[src/rtl/echo_pkg.sv]
// Shared types and widths for the Echo protocol initiator.
// Holds the requester FSM states and the saturating counter helper.
package echo_pkg;

    typedef enum logic [1:0] {
        IDLE = 2'd0,
        SEND = 2'd1,
        WAIT = 2'd2,
        DONE = 2'd3
    } state_t;

    localparam int METH_W = 32;
    localparam int V_W    = 32;
    localparam int CNT_W  = 16;

    // Event counters stick at all-ones instead of wrapping back to zero.
    function automatic logic [CNT_W-1:0] sat_inc(input logic [CNT_W-1:0] x);
        return (x == {CNT_W{1'b1}}) ? x : x + 1'b1;
    endfunction

endpackage

[src/rtl/echo_requester.sv]
// Echo protocol initiator: issues a programmed run of say requests, one at a
// time, and scores every heard indication against the expected echo.
module echo_requester
    import echo_pkg::*;
#(
    parameter int          TIMEOUT = 1024,
    parameter logic [31:0] V_STEP  = 32'h1
) (
    input  logic              CLK,
    input  logic              nRST,

    input  logic              start__ENA,
    input  logic [CNT_W-1:0]  start_count,
    input  logic [V_W-1:0]    start_seed,
    output logic              start__RDY,

    output logic              request_say__ENA,
    output logic [METH_W-1:0] request_say_meth,
    output logic [V_W-1:0]    request_say_v,
    input  logic              request_say__RDY,

    input  logic              indication_heard__ENA,
    input  logic [METH_W-1:0] indication_heard_meth,
    input  logic [V_W-1:0]    indication_heard_v,
    output logic              indication_heard__RDY,

    output logic              done,
    output logic [CNT_W-1:0]  pass_count,
    output logic [CNT_W-1:0]  err_count,
    output logic              timeout
);

    // A zero TIMEOUT still needs a legal one-bit counter even though it never counts.
    localparam int                 WAIT_W     = (TIMEOUT > 0) ? $clog2(TIMEOUT + 1) : 1;
    localparam logic [WAIT_W-1:0]  WAIT_LIMIT = WAIT_W'(TIMEOUT);
    localparam bit                 TO_EN      = (TIMEOUT != 0);

    state_t             state;
    state_t             state_next;
    logic [CNT_W-1:0]   index_q;
    logic [CNT_W-1:0]   count_q;
    logic [V_W-1:0]     seed_q;
    logic [CNT_W-1:0]   pass_q;
    logic [CNT_W-1:0]   err_q;
    logic               timeout_q;
    logic [WAIT_W-1:0]  wait_q;

    logic               start_fire;
    logic               say_fire;
    logic               heard_fire;
    logic [CNT_W-1:0]   index_inc;
    logic               more_left;
    logic [V_W-1:0]     expected_v;
    logic               heard_match;
    logic [WAIT_W-1:0]  wait_inc;
    logic               wait_expired;

    assign start_fire   = start__ENA && start__RDY;
    assign say_fire     = request_say__ENA;
    assign heard_fire   = indication_heard__ENA && indication_heard__RDY;

    // index < count always holds in WAIT, so index+1 cannot overflow 16 bits.
    assign index_inc    = index_q + 1'b1;
    assign more_left    = (index_inc < count_q);
    assign expected_v   = seed_q + V_W'(index_q) * V_STEP;
    assign heard_match  = (indication_heard_meth == METH_W'(index_q)) &&
                          (indication_heard_v == expected_v);
    assign wait_inc     = wait_q + 1'b1;
    assign wait_expired = TO_EN && (wait_inc == WAIT_LIMIT);

    assign pass_count   = pass_q;
    assign err_count    = err_q;
    assign timeout      = timeout_q;

    always_ff @(posedge CLK or negedge nRST) begin
        if (!nRST) begin
            state <= IDLE;
        end else begin
            state <= state_next;
        end
    end

    always_comb begin
        state_next = state;
        case (state)
            IDLE, DONE: begin
                if (start_fire) begin
                    state_next = (start_count == '0) ? DONE : SEND;
                end
            end
            SEND: begin
                if (say_fire) begin
                    state_next = WAIT;
                end
            end
            WAIT: begin
                if (heard_fire) begin
                    state_next = more_left ? SEND : DONE;
                end else if (wait_expired) begin
                    state_next = DONE;
                end
            end
            default: state_next = IDLE;
        endcase
    end

    always_comb begin
        start__RDY            = (state == IDLE) || (state == DONE);
        indication_heard__RDY = (state != SEND);
        done                  = (state == DONE);
        request_say__ENA      = 1'b0;
        request_say_meth      = '0;
        request_say_v         = '0;
        if (state == SEND) begin
            request_say__ENA = request_say__RDY;
            request_say_meth = METH_W'(index_q);
            request_say_v    = expected_v;
        end
    end

    // Run bookkeeping: a fresh start wins over any indication arriving alongside it.
    always_ff @(posedge CLK or negedge nRST) begin
        if (!nRST) begin
            index_q   <= '0;
            count_q   <= '0;
            seed_q    <= '0;
            pass_q    <= '0;
            err_q     <= '0;
            timeout_q <= 1'b0;
        end else if (start_fire) begin
            index_q   <= '0;
            count_q   <= start_count;
            seed_q    <= start_seed;
            pass_q    <= '0;
            err_q     <= '0;
            timeout_q <= 1'b0;
        end else if (heard_fire) begin
            if (state == WAIT) begin
                if (heard_match) begin
                    pass_q <= sat_inc(pass_q);
                end else begin
                    err_q  <= sat_inc(err_q);
                end
                index_q <= index_inc;
            end else begin
                err_q <= sat_inc(err_q);
            end
        end else if ((state == WAIT) && wait_expired) begin
            timeout_q <= 1'b1;
            err_q     <= sat_inc(err_q);
        end
    end

    always_ff @(posedge CLK or negedge nRST) begin
        if (!nRST) begin
            wait_q <= '0;
        end else if (say_fire) begin
            wait_q <= '0;
        end else if (TO_EN && (state == WAIT) && !heard_fire) begin
            wait_q <= wait_inc;
        end
    end

endmodule

[config.mk]
export PLATFORM = sky130hd
export DESIGN_NAME = echo_requester
export DESIGN_NICKNAME = d
export VERILOG_FILES = /design/src/rtl/echo_pkg.sv /design/src/rtl/echo_requester.sv
export SDC_FILE = /design/constraint.sdc
export NUM_CORES = 1
export LEC_CHECK = 0
export ABC_AREA = 1
export BUFFER_PORTS_ARGS = -buffer_cell sky130_fd_sc_hd__buf_4
export CORE_ASPECT_RATIO = 1.25
export CORE_MARGIN = 8
export CORE_UTILIZATION = 30
export CTS_CLUSTER_DIAMETER = 40
export CTS_CLUSTER_SIZE = 24
export DETAILED_ROUTE_END_ITERATION = 8
export SLEW_MARGIN = 10
export SYNTH_ARGS = -nofsm -noshare
export SYNTH_HDL_FRONTEND = slang
export SYNTH_SLANG_ARGS = --single-unit
[constraint.sdc]
create_clock -name CLK -period 4 [get_ports CLK]
set_input_delay 0.4 -clock CLK [delete_from_list [all_inputs] [get_ports CLK]]
set_output_delay 0.4 -clock CLK [all_outputs]
set_load 0.005 [all_outputs]
==> results of run 1 <==
-- placed cells by master (no fill, tap or decap), types with 4 or more instances in the layout --
cell and count:
nand2_1 506, inv_1 265, buf_4 209, nor2_1 114, dfrtp_1 110, nand3_1 109
o21ai_0 56, a21oi_1 52, ha_1 39, nand4_1 36, xor2_1 30, nor3_1 20
o22ai_1 19, conb_1 16, nand2_2 13, nand3_2 9, clkbuf_16 9, xnor2_1 8
nor2_2 7, nor4_1 5, inv_2 5, nand3b_1 5, o21ai_1 4
-- cell type report --
| class | count | area, µm² | area share |
|---|---|---|---|
| clock buffer | 9 | 225 | 0.0195 |
| clock inverter | 7 | 57.6 | 0.00499 |
| inverter | 271 | 1020 | 0.0882 |
| multi-input combinational | 1083 | 5380 | 0.467 |
| sequential | 110 | 2750 | 0.239 |
| tap | 407 | 509 | 0.0442 |
| timing repair buffer | 210 | 1590 | 0.138 |
-- kinds of logic (layout without fill, tap and decap cells) --
logic type               Yosys count  after routing
other                              1             16
XOR/XNOR                          38             38
adder cells (fa/ha/maj)           40             40
AO/OA/AOI/OAI                    147            147
flip-flops                       110            110
buffers and inverters            316            497
AND/OR/NAND/NOR                  842            842
-- report_power, final --
group	switching [µW]	internal, µW
Sequential	346	1480
Combinational	1830	1120
Clock	483	434
-- worst min-delay path by stage --
stage | startpoint | to | slack [ps] | cells past startpoint
2_1_floorplan | nRST | count_q[0]$_DFFE_PN0P_ | 100 | 0
3_3_place_gp | count_q[13]$_DFFE_PN0P_ | count_q[13]$_DFFE_PN0P_ | 470 | 2
3_5_place_dp | seed_q[12]$_DFFE_PN0P_ | seed_q[12]$_DFFE_PN0P_ | 470 | 2
4_1_cts | nRST | err_count[8]$_DFFE_PN0P_ | 120 | 1
5_1_grt | nRST | err_count[8]$_DFFE_PN0P_ | 150 | 1
6_report | nRST | err_count[8]$_DFFE_PN0P_ | 90 | 1
-- through the flow --
| step | std cells | cell area (µm²) |
|---|---|---|
| 6_report | 2097 | 11500 |
| 5_1_grt | 2097 | 11500 |
| 4_1_cts | 2097 | 11500 |
| 3_5_place_dp | 2081 | 11200 |
| 3_3_place_gp | 2081 | 11200 |
| 2_1_floorplan | 1509 | 9380 |
-- worst max-delay path, delay by kind of cell (launching register included) --
family	cells	cell delay, ps
and+or+nand+nor	11	1850
adders and majority gates	2	780
DFF	1	460
xor gates and xnor gates	1	180
AOI/OAI and AO/OA	1	130
buffers and inverters	1	80
-- registers in the layout, summed over array words and instances (netlist names) --
register    cells
count_q        16
err_count      16
index_q        16
pass_count     16
seed_q         32
state           2
timeout         1
wait_q         11
-- timing repair --
item	4_1_cts	5_1_grt
gates resized for setup	0	2
endpoints found under the hold margin	0	0
endpoints found under the setup margin	0	16
-- metal layers --
layer | global-route usage | vias up | wire length (µm)
met5 | 0 | - | 25
li1 | - | 5052 | -
met1 | 0.197 | 4576 | 13600
met3 | 0.0361 | 45 | 1690
met2 | 0.307 | 234 | 15800
met4 | 0.0617 | 4 | 890
==> summary.md, run 1 <==
| Metric | Value |
|---|---|
| I/O pin count | 218 |
| Max Slew Vio Count | 0 |
| Share of cells above drive strength 1 | 0.162 |
| Post-DP HPWL | roughly 26000 µm |
| Diodes inserted | 0 |
| Top cell type's share of synthesized area | 0.295 |
| Tcrit/Tclk final | 0.901 |
| Syn avg cell area | approximately 6.2 µm² |
| Pwr Density | around 490 nW/µm² |
| Post-Synth XOR/XNOR Area | 0.0357 |
| Pre-CTS setup slack | around 260 ps |
| Max clock buf depth | 2 |
| Compound-Gate Fraction of Synth Area | 0.0873 |
| Reg2reg end | pass_count[2]$_DFFE_PN0P_ |
| Post-Synth Adder-Cell Area | 0.0545 |
| Final hold violation count | 0 |
| Setup crit end | pass_count[2]$_DFFE_PN0P_ |
| Total power | 5690 µW |
| Slew at the pin closest to its max-slew limit | a little under 800 ps |
| Die Y | between 200 and 250 µm |
| Number of flops mapped to enable cells by yosys | 0 |
| Final wirelength | 32000 µm |
| Post-route core utilization | 0.374 |
| Post-synth cell types | 51 |
| Effective utilization at floorplan | 0.303 |
| Largest net degree at the start of global routing | roughly 60 |
| Total vias in the final route | a little under 10000 |
| FMAX | roughly 280 MHz |
| Residual DRC | 0 |
| HP Class | input port to asynchronous set/reset pin |
| Critical Path Sink Type | flip-flop |
| Synth top cells by count | nand2_1 (507), inv_1 (266), nor2_1 (114) |
| Max transition margin | 0.487 |
| DRT Pass-1 Iters | 5 |
| Final RePlAce weighted congestion | 0.908 |
| Vias in the first global route | 9964 |
| Worst path cell trace | ha_1 > inv_1 > fa_1 > xnor2_1 > nor2_1 > nand3_1 > nor2_1 > nand3_1 > nor2_1 > nand3_1 > nor2_1 > nand3_1 > nor2_4 > nand3_2 > nand2_4 > o21ai_0 |
| CP max stage cell | fa_1 |
| Synth Register Bits | 110 |
| Clock Latency Late Sink | around 370 ps |
| Critical path class | flip-flop to flip-flop |
| TritonCTS buffer count | 9 |
| Clock root buffer | clkbuf_16 |
| GRT Overall Usage | 0.170 |
| CTS tree | yes |
| Synth warn | 0 |
| Setup crit start kind | flip-flop |
| Drt wl/cell | between 15 and 20 µm |
| Leakage | ~0.0065 µW |
| Peak VDD IR | 239 µV |
| Post-synthesis cell count | between 1000 and 1500 |
| Setup TNS Final | 0 ps |
| Worst hold margin | ~94 ps |
| Worst Path Arrival | between 3000 and 4000 ps |
| Sequential share of the synthesized area | 0.295 |
| Hold buffers post-CTS | 0 |
| # setup viols final | 0 |
| MaxCap Viol Count | 0 |
| Status | completed |
| R2R setup slack | approximately 400 ps |
| Post-CTS setup buffers | 0 |
| Worst Clk Skew | between 10 and 15 ps |
| Synth area leaders | dfrtp_1 (30%), nand2_1 (20%), inv_1 (11%), nand3_1 (5.8%), ha_1 (5.2%) |
| Cell Rows | 72 |
| Simple-gate share of the synthesized area | 0.391 |
| DR vias/cell | 4.73 |
| Syn Std Cell Area | around 9300 µm² |
| Port bufs | between 200 and 250 |
| RSZ-0062 raised after global routing | false |
| Crit path required time | roughly 4200 ps |
| CTS HTree Levels | 3 |
| CP max FO | 22 |
| GRT overflow | 0 |
| Synth Flop Type | dfrtp_1 |
| Main combinational cell family by area after synthesis | simple AND/OR/NAND/NOR gates |
| Most frequent cell after synthesis | nand2_1 |
| Async S/R FF share, synth | 1.00 |
| Cell accounting for the most synthesized area | dfrtp_1 |
| Die Area | ~37000 µm² |
| Area grow syn2layout | 23.6% |
| Horiz. Die Dim | 174 µm |
| CTS clk-pin slew, worst paths | roughly 80 ps |
| Setup crit start | index_q[0]$_DFFE_PN0P_ |
| Final-layout fill cell count | 3371 |
| Worst r2r src | index_q[0]$_DFFE_PN0P_ |
| Core Area | between 30000 and 40000 µm² |
| Clk sinks | 110 |
| Starting DRT DRC Count | 510 |
| R2r worst-path depth | 16 |
| First-pass GRT wire length | 50800 µm |
| Initial antenna violation count | 2 |
| Crit path time final | approximately 3600 ps |
| Proportion of synthesized area in mux cells | 0 |
| Crit-path max cell delay | around 490 ps |
| Antenna-violating nets left | 0 |
| Fin nets | 1842 |
| Setup ws final | 396 ps |
Note: power is estimated with default switching activity, not from simulation.
==> inputs of run 2 (changes only) <==
--- a/config.mk
+++ b/config.mk
@@ -13,6 +13,7 @@
 export CTS_CLUSTER_DIAMETER = 40
 export CTS_CLUSTER_SIZE = 24
 export DETAILED_ROUTE_END_ITERATION = 8
+export RECOVER_POWER = 25
 export SLEW_MARGIN = 10
 export SYNTH_ARGS = -nofsm -noshare
 export SYNTH_HDL_FRONTEND = slang
==> run 2 against run 1 <==
  * The flow now finishes with violations (max-capacitance violations, max-slew violations)
  * Die area stayed put
  * Via count unchanged
  * Largest power group unchanged
  * Highest routed layer unchanged
  * Largest cell class unchanged
  * Count of clock-buffer cells in the layout is the same
  * Critical endpoint unchanged
  * Sequential share of layout area hardly changed
==> summary.md, run 2 (same netlist as run 1, synthesis figures left out) <==
| Metric | Value |
|---|---|
| Max FFs per register | 32 |
| Initial antenna violation count | 2 |
| Crit path time final | ~3600 ps |
| R2r worst-path depth | 16 |
| TritonCTS buffer count | 9 |
| Status | finished, violations left |
| Worst Hold Depth | 3 |
| Share of cells above drive strength 1 | 0.161 |
| Worst hold margin | about 230 ps |
| Cell Rows | between 70 and 80 |
| Hold buffers post-CTS | 0 |
| Clock Latency Late Sink | around 370 ps |
| Worst Path Buf+Inv | 1 |
| Crit path required time | approximately 4200 ps |
| Most frequent cells in the layout | nand2_1 (506), inv_1 (265), buf_4 (208) |
| Effective utilization at floorplan | 0.303 |
| Max transition margin | -1.15 |
| CP max stage cell | fa_1 |
| Setup crit start kind | flip-flop |
| Biggest register | seed_q |
| Post-DP HPWL | around 26000 µm |
| Pwr Density | 494 nW/µm² |
| FF+latch area | between 2000 and 3000 µm² |
| Gate power share | 0.519 |
| Final wirelength | approximately 32000 µm |
| Clock root buffer | clkbuf_16 |
| MaxCap Viol Count | 1 |
| Switching Power | around 2700 µW |
| Crit-path max cell delay | 490 ps |
| Slew at the pin closest to its max-slew limit | about 3200 ps |
| I/O pin count | approximately 220 |
| GRT overflow | 0 |
| Final hold violation count | 0 |
| HP Class | input port to flip-flop |
| Cell family with most CP delay | simple AND/OR/NAND/NOR gates |
| Total vias in the final route | between 9000 and 10000 |
| Critical Path Sink Type | flip-flop |
| FMAX | roughly 280 MHz |
| First-pass GRT wire length | around 51000 µm |
| RSZ-0062 raised after global routing | false |
| DRT Pass-1 Iters | 5 |
| CTS clk-pin slew, worst paths | around 80 ps |
| Setup TNS Final | 0 ps |
| Max clock buf depth | 2 |
| CTS HTree Levels | 3 |
| Max Slew Vio Count | 53 |
| Post_cts resized | 0 |
| CTS tree | yes |
| Port bufs | 201 |
| GRT Overall Usage | 0.170 |
| Post-CTS setup buffers | 0 |
| Commonest non-fill, non-tap cell in the layout | nand2_1 |
| Final-layout fill cell count | 3371 |
| Die Area | 37000 µm² |
| Area of the multi-input gates | 5380 µm² |
| Sw frac | 0.468 |
| Leakage | 0.00646 µW |
| Clock network fraction of total power | 0.161 |
| Diodes inserted | 0 |
| Fin nets | 1842 |
| Drt wl/cell | 15.3 µm |
| Worst Path Arrival | ~3800 ps |
| Sequential power share | 0.320 |
| Largest net degree at the start of global routing | between 50 and 60 |
| Starting DRT DRC Count | 510 |
| # setup viols final | 0 |
| Core Area | 30800 µm² |
| Clk sinks | 110 |
| Worst Clk Skew | 13.1 ps |
| Final RePlAce weighted congestion | about 0.9 |
| Internal power | 3030 µW |
| Worst path cell trace | ha_1 > inv_1 > fa_1 > xnor2_1 > nor2_1 > nand3_1 > nor2_1 > nand3_1 > nor2_1 > nand3_1 > nor2_1 > nand3_1 > nor2_4 > nand3_2 > nand2_4 > o21ai_0 |
| Failing checks | max-capacitance violations, max-slew violations |
| Die Y | between 200 and 250 µm |
| DR vias/cell | between 4 and 5 |
| Residual DRC | 0 |
| Vias in the first global route | roughly 10000 |
| Horiz. Die Dim | approximately 170 µm |
| Critical path class | flip-flop to flip-flop |
| Pre-CTS setup slack | 262 ps |
| WP depth | 16 |
| CP max FO | 22 |
| Antenna-violating nets left | 0 |
| Area grow syn2layout | 23.6% |
| Setup ws final | between 300 and 400 ps |
| Peak VDD IR | about 240 µV |
| Tcrit/Tclk final | 0.901 |
## run 2: cell types whose count changed in the layout (fill, tap and decap cells not counted)
cell      change
clkbuf_1      +1
buf_4         -1
## run 2: final cells by class
class / count / area share
Multi-Input combinational cell: 1083 / 0.467
Sequential cell: 110 / 0.239
Timing Repair Buffer: 210 / 0.138
Inverter: 271 / 0.0883
Tap cell: 407 / 0.0442
Clock buffer: 9 / 0.0195
Clock inverter: 7 / 0.00499
## run 2: path summary, 6_finish.rpt
| check | from | to | slack (ps) |
|---|---|---|---|
| max | index_q[0]$_DFFE_PN0P_ | pass_count[2]$_DFFE_PN0P_ | 400 |
| min | start_seed[3] | seed_q[3]$_DFFE_PN0P_ | 230 |
| max reg2reg | index_q[0]$_DFFE_PN0P_ | pass_count[2]$_DFFE_PN0P_ | 400 |
| min reg2reg | count_q[6]$_DFFE_PN0P_ | count_q[6]$_DFFE_PN0P_ | 480 |
| max in group asynchronous | nRST | seed_q[20]$_DFFE_PN0P_ | 1080 |
| min in group asynchronous | nRST | err_count[8]$_DFFE_PN0P_ | 1100 |
## run 2: worst reg2reg max path, cell delays in order, from the launching register on
cell and delay (ps):
dfrtp_1 460, ha_1 290, inv_1 80, fa_1 490
xnor2_1 180, nor2_1 160, nand3_1 110, nor2_1 150
nand3_1 110, nor2_1 170, nand3_1 90, nor2_1 110
nand3_1 190, nor2_4 200, nand3_2 270, nand2_4 300
o21ai_0 130
## run 2: stage by stage
stage | total power [µW] | util | area [µm²] | std cells
finish | 5690 | 0.374 | 11500 | 2097
global route | 6220 | 0.374 | 11500 | 2097
floorplan | 3620 | - | 9380 | 1509
CTS | 5750 | 0.374 | 11500 | 2097
detailed placement | 4800 | 0.365 | 11200 | 2081
global placement | 4750 | 0.365 | 11200 | 2081
## run 2: metal layers
metal / up-vias / track usage / wire length [µm] / share of wire
met5: - / 0 / 25 / 0.00078
met4: 4 / 0.0617 / 890 / 0.028
met3: 45 / 0.0361 / 1690 / 0.053
met2: 234 / 0.307 / 15800 / 0.49
met1: 4576 / 0.197 / 13600 / 0.42
li1: 5052 / - / - / -
## run 2: power groups by stage
stage | clock network, µW | logic [µW] | registers, µW
2_1_floorplan | 0 | 1870 | 1750
3_3_place_gp | 0 | 2910 | 1840
3_5_place_dp | 0 | 2970 | 1840
4_1_cts | 947 | 2980 | 1820
5_1_grt | 989 | 3350 | 1880
6_report | 917 | 2950 | 1820
==> inputs of run 3 (changes only) <==
==> constraint.sdc (replaced) <==
create_clock -name CLK -period 3.66 [get_ports CLK]
set_input_delay 0.366 -clock CLK [delete_from_list [all_inputs] [get_ports CLK]]
set_output_delay 0.366 -clock CLK [all_outputs]
set_load 0.005 [all_outputs]
==> run 3 against run 2 <==
  * The flow still finishes with violations (max-capacitance violations, max-slew violations)
  * Sequential share of layout area shrank 0.16 points
  * Die area stayed put
  * Total power rose by 9.3%
  * Clock power grew 10%
  * Clock skew decreased by 1.6 ps
  * Sequential power grew 9.9%
  * Final cell count increased by 0.43%
  * Final area up 0.74%
  * Wire length is 1.3% lower
  * Worst hold slack worse by 31 ps
  * Critical path depth increased by 1
  * Via count shrank 0.49%
  * Critical endpoint is now err_count[6]$_DFFE_PN0P_
  * Largest cell class unchanged
==> summary.md, run 3 (same netlist as run 1, synthesis figures left out) <==
| Metric | Value |
|---|---|
| Status | finished, violations left |
| Failing checks | max-capacitance violations, max-slew violations |
| GRT met1 Usage | 0.198 |
| Biggest register | seed_q |
| R2r worst-path depth | 17 |
| TritonCTS buffer count | 9 |
| Setup TNS Final | 0 ps |
| Vias in the first global route | around 9800 |
| Effective utilization at floorplan | 0.303 |
| Hold buffers post-CTS | 0 |
| Worst hold margin | about 200 ps |
| Cell Rows | around 70 |
| Max clock buf depth | 2 |
| Crit path required time | ~3900 ps |
| Area of the multi-input gates | approximately 5400 µm² |
| First-pass GRT wire length | ~50000 µm |
| Initial antenna violation count | 5 |
| Max transition margin | -0.255 |
| Horiz. Die Dim | approximately 170 µm |
| Final RePlAce weighted congestion | about 0.9 |
| Core Area | 30800 µm² |
| Clk sinks | 110 |
| Met2 Track Usage GR | 0.299 |
| MaxCap Viol Count | 2 |
| Commonest non-fill, non-tap cell in the layout | nand2_1 |
| Setup crit start kind | flip-flop |
| Worst Path Arrival | around 3600 ps |
| Share of cells above drive strength 1 | 0.165 |
| FF+latch area | around 2800 µm² |
| GRT overflow | 0 |
| CTS tree | yes |
| Most frequent cells in the layout | nand2_1 (506), inv_1 (265), buf_4 (215) |
| Worst Clk Skew | around 11 ps |
| Crit path time final | around 3400 ps |
| CTS HTree Levels | 3 |
| Drt wl/cell | between 10 and 15 µm |
| Critical Path Sink Type | flip-flop |
| # setup viols final | 0 |
| Critical path class | flip-flop to flip-flop |
| Total vias in the final route | just under 10000 |
| Clock root buffer | clkbuf_16 |
| GRT Overall Usage | 0.168 |
| Busiest grt layer | met2 |
| Worst Hold Depth | 3 |
| Reg2reg end | err_count[6]$_DFFE_PN0P_ |
| Tcrit/Tclk final | 0.925 |
| RSZ-0062 raised after global routing | false |
| Die Area | 37000 µm² |
| Residual DRC | 0 |
| Port bufs | 201 |
| Final-layout fill cell count | about 3300 |
| Total power | 6220 µW |
| I/O pin count | between 200 and 250 |
| Max Slew Vio Count | 96 |
| Design area | about 12000 µm² |
| CP max FO | 11 |
| Peak VDD IR | about 470 µV |
| HP Class | input port to flip-flop |
| CTS clk-pin slew, worst paths | 80 ps |
| Max FFs per register | 32 |
| DRT Pass-1 Iters | 5 |
| FMAX | 295 MHz |
| R2R setup slack | 280 ps |
| Met3 Use GR | 0.0357 |
| Leakage | 0.00651 µW |
| Post-DP HPWL | around 25000 µm |
| Largest net degree at the start of global routing | 84 |
| Fin nets | ~1900 |
| Cell Area, Placed | approximately 11000 µm² |
| Starting DRT DRC Count | just under 500 |
| Pwr Density | roughly 540 nW/µm² |
| Worst r2r src | index_q[0]$_DFFE_PN0P_ |
| Worst Hold End | seed_q[3]$_DFFE_PN0P_ |
| Die Y | 213 µm |
| Clock Latency Late Sink | ~360 ps |
| Final hold violation count | 0 |
| Slew at the pin closest to its max-slew limit | 1880 ps |
| Worst Hold Launch | start_seed[3] |
| DR vias/cell | ~4.7 |
| Final wirelength | about 32000 µm |
| Antenna-violating nets left | 0 |
| Area grow syn2layout | 24.5% |
run 3: cell type report:
cell class	count	area share
sequential	110	0.237
antenna	2	0.000431
timing repair buffer	217	0.141
tap	407	0.0439
clock inverter	4	0.00409
inverter	271	0.0876
clock buffer	11	0.0209
multi-input combinational	1084	0.465
run 3: how the worst max path moves through the flow:
stage,slack [ps],start,to,cells after the start
finish,280,index_q[0]$_DFFE_PN0P_,err_count[6]$_DFFE_PN0P_,17
global route,7,index_q[0]$_DFFE_PN0P_,err_count[0]$_DFFE_PN0P_,22
global placement,250,index_q[0]$_DFFE_PN0P_,err_count[14]$_DFFE_PN0P_,17
CTS,170,index_q[0]$_DFFE_PN0P_,state[1]$_DFFE_PN0P_,19
detailed placement,170,index_q[0]$_DFFE_PN0P_,state[1]$_DFFE_PN0P_,19
floorplan,580,index_q[1]$_DFFE_PN0P_,state[1]$_DFFE_PN0P_,19
run 3: critical path: stages (launching register included):
cell     delay [ps]
dfrtp_2         460
ha_1            280
inv_1            90
fa_1            460
xnor2_1         160
nor2_1          140
nand3_1         130
nor2_1          110
nand3_1         120
nor2_1          160
nand3_1         100
nor2_1          110
nand3_1         180
nor2_4          210
nand3_4         180
buf_4           230
nand4_1          80
nand2_1          70
run 3: per-stage QoR:
stage	cells	worst slack [ps]	utilization
floorplan	1509	581	-
global placement	2085	245	0.366
detailed placement	2085	173	0.366
CTS	2100	174	0.375
global route	2106	6.78	0.377
finish	2106	276	0.377
run 3: power breakdown:
part           leakage, µW  internal (µW)  switching, µW
registers          0.00144           1610            382
logic              0.00492           1220           1980
clock network     0.000141            545            469
run 3: routing by layer:
layer	share of wire	vias up
met5	0.0012	-
met4	0.027	6
met3	0.055	53
met2	0.49	278
met1	0.43	4457
li1	-	5068
run 3: repair_timing:
item,CTS,global route
endpoints found under the setup margin,0,33
setup buffers,0,3
resized for setup,0,5
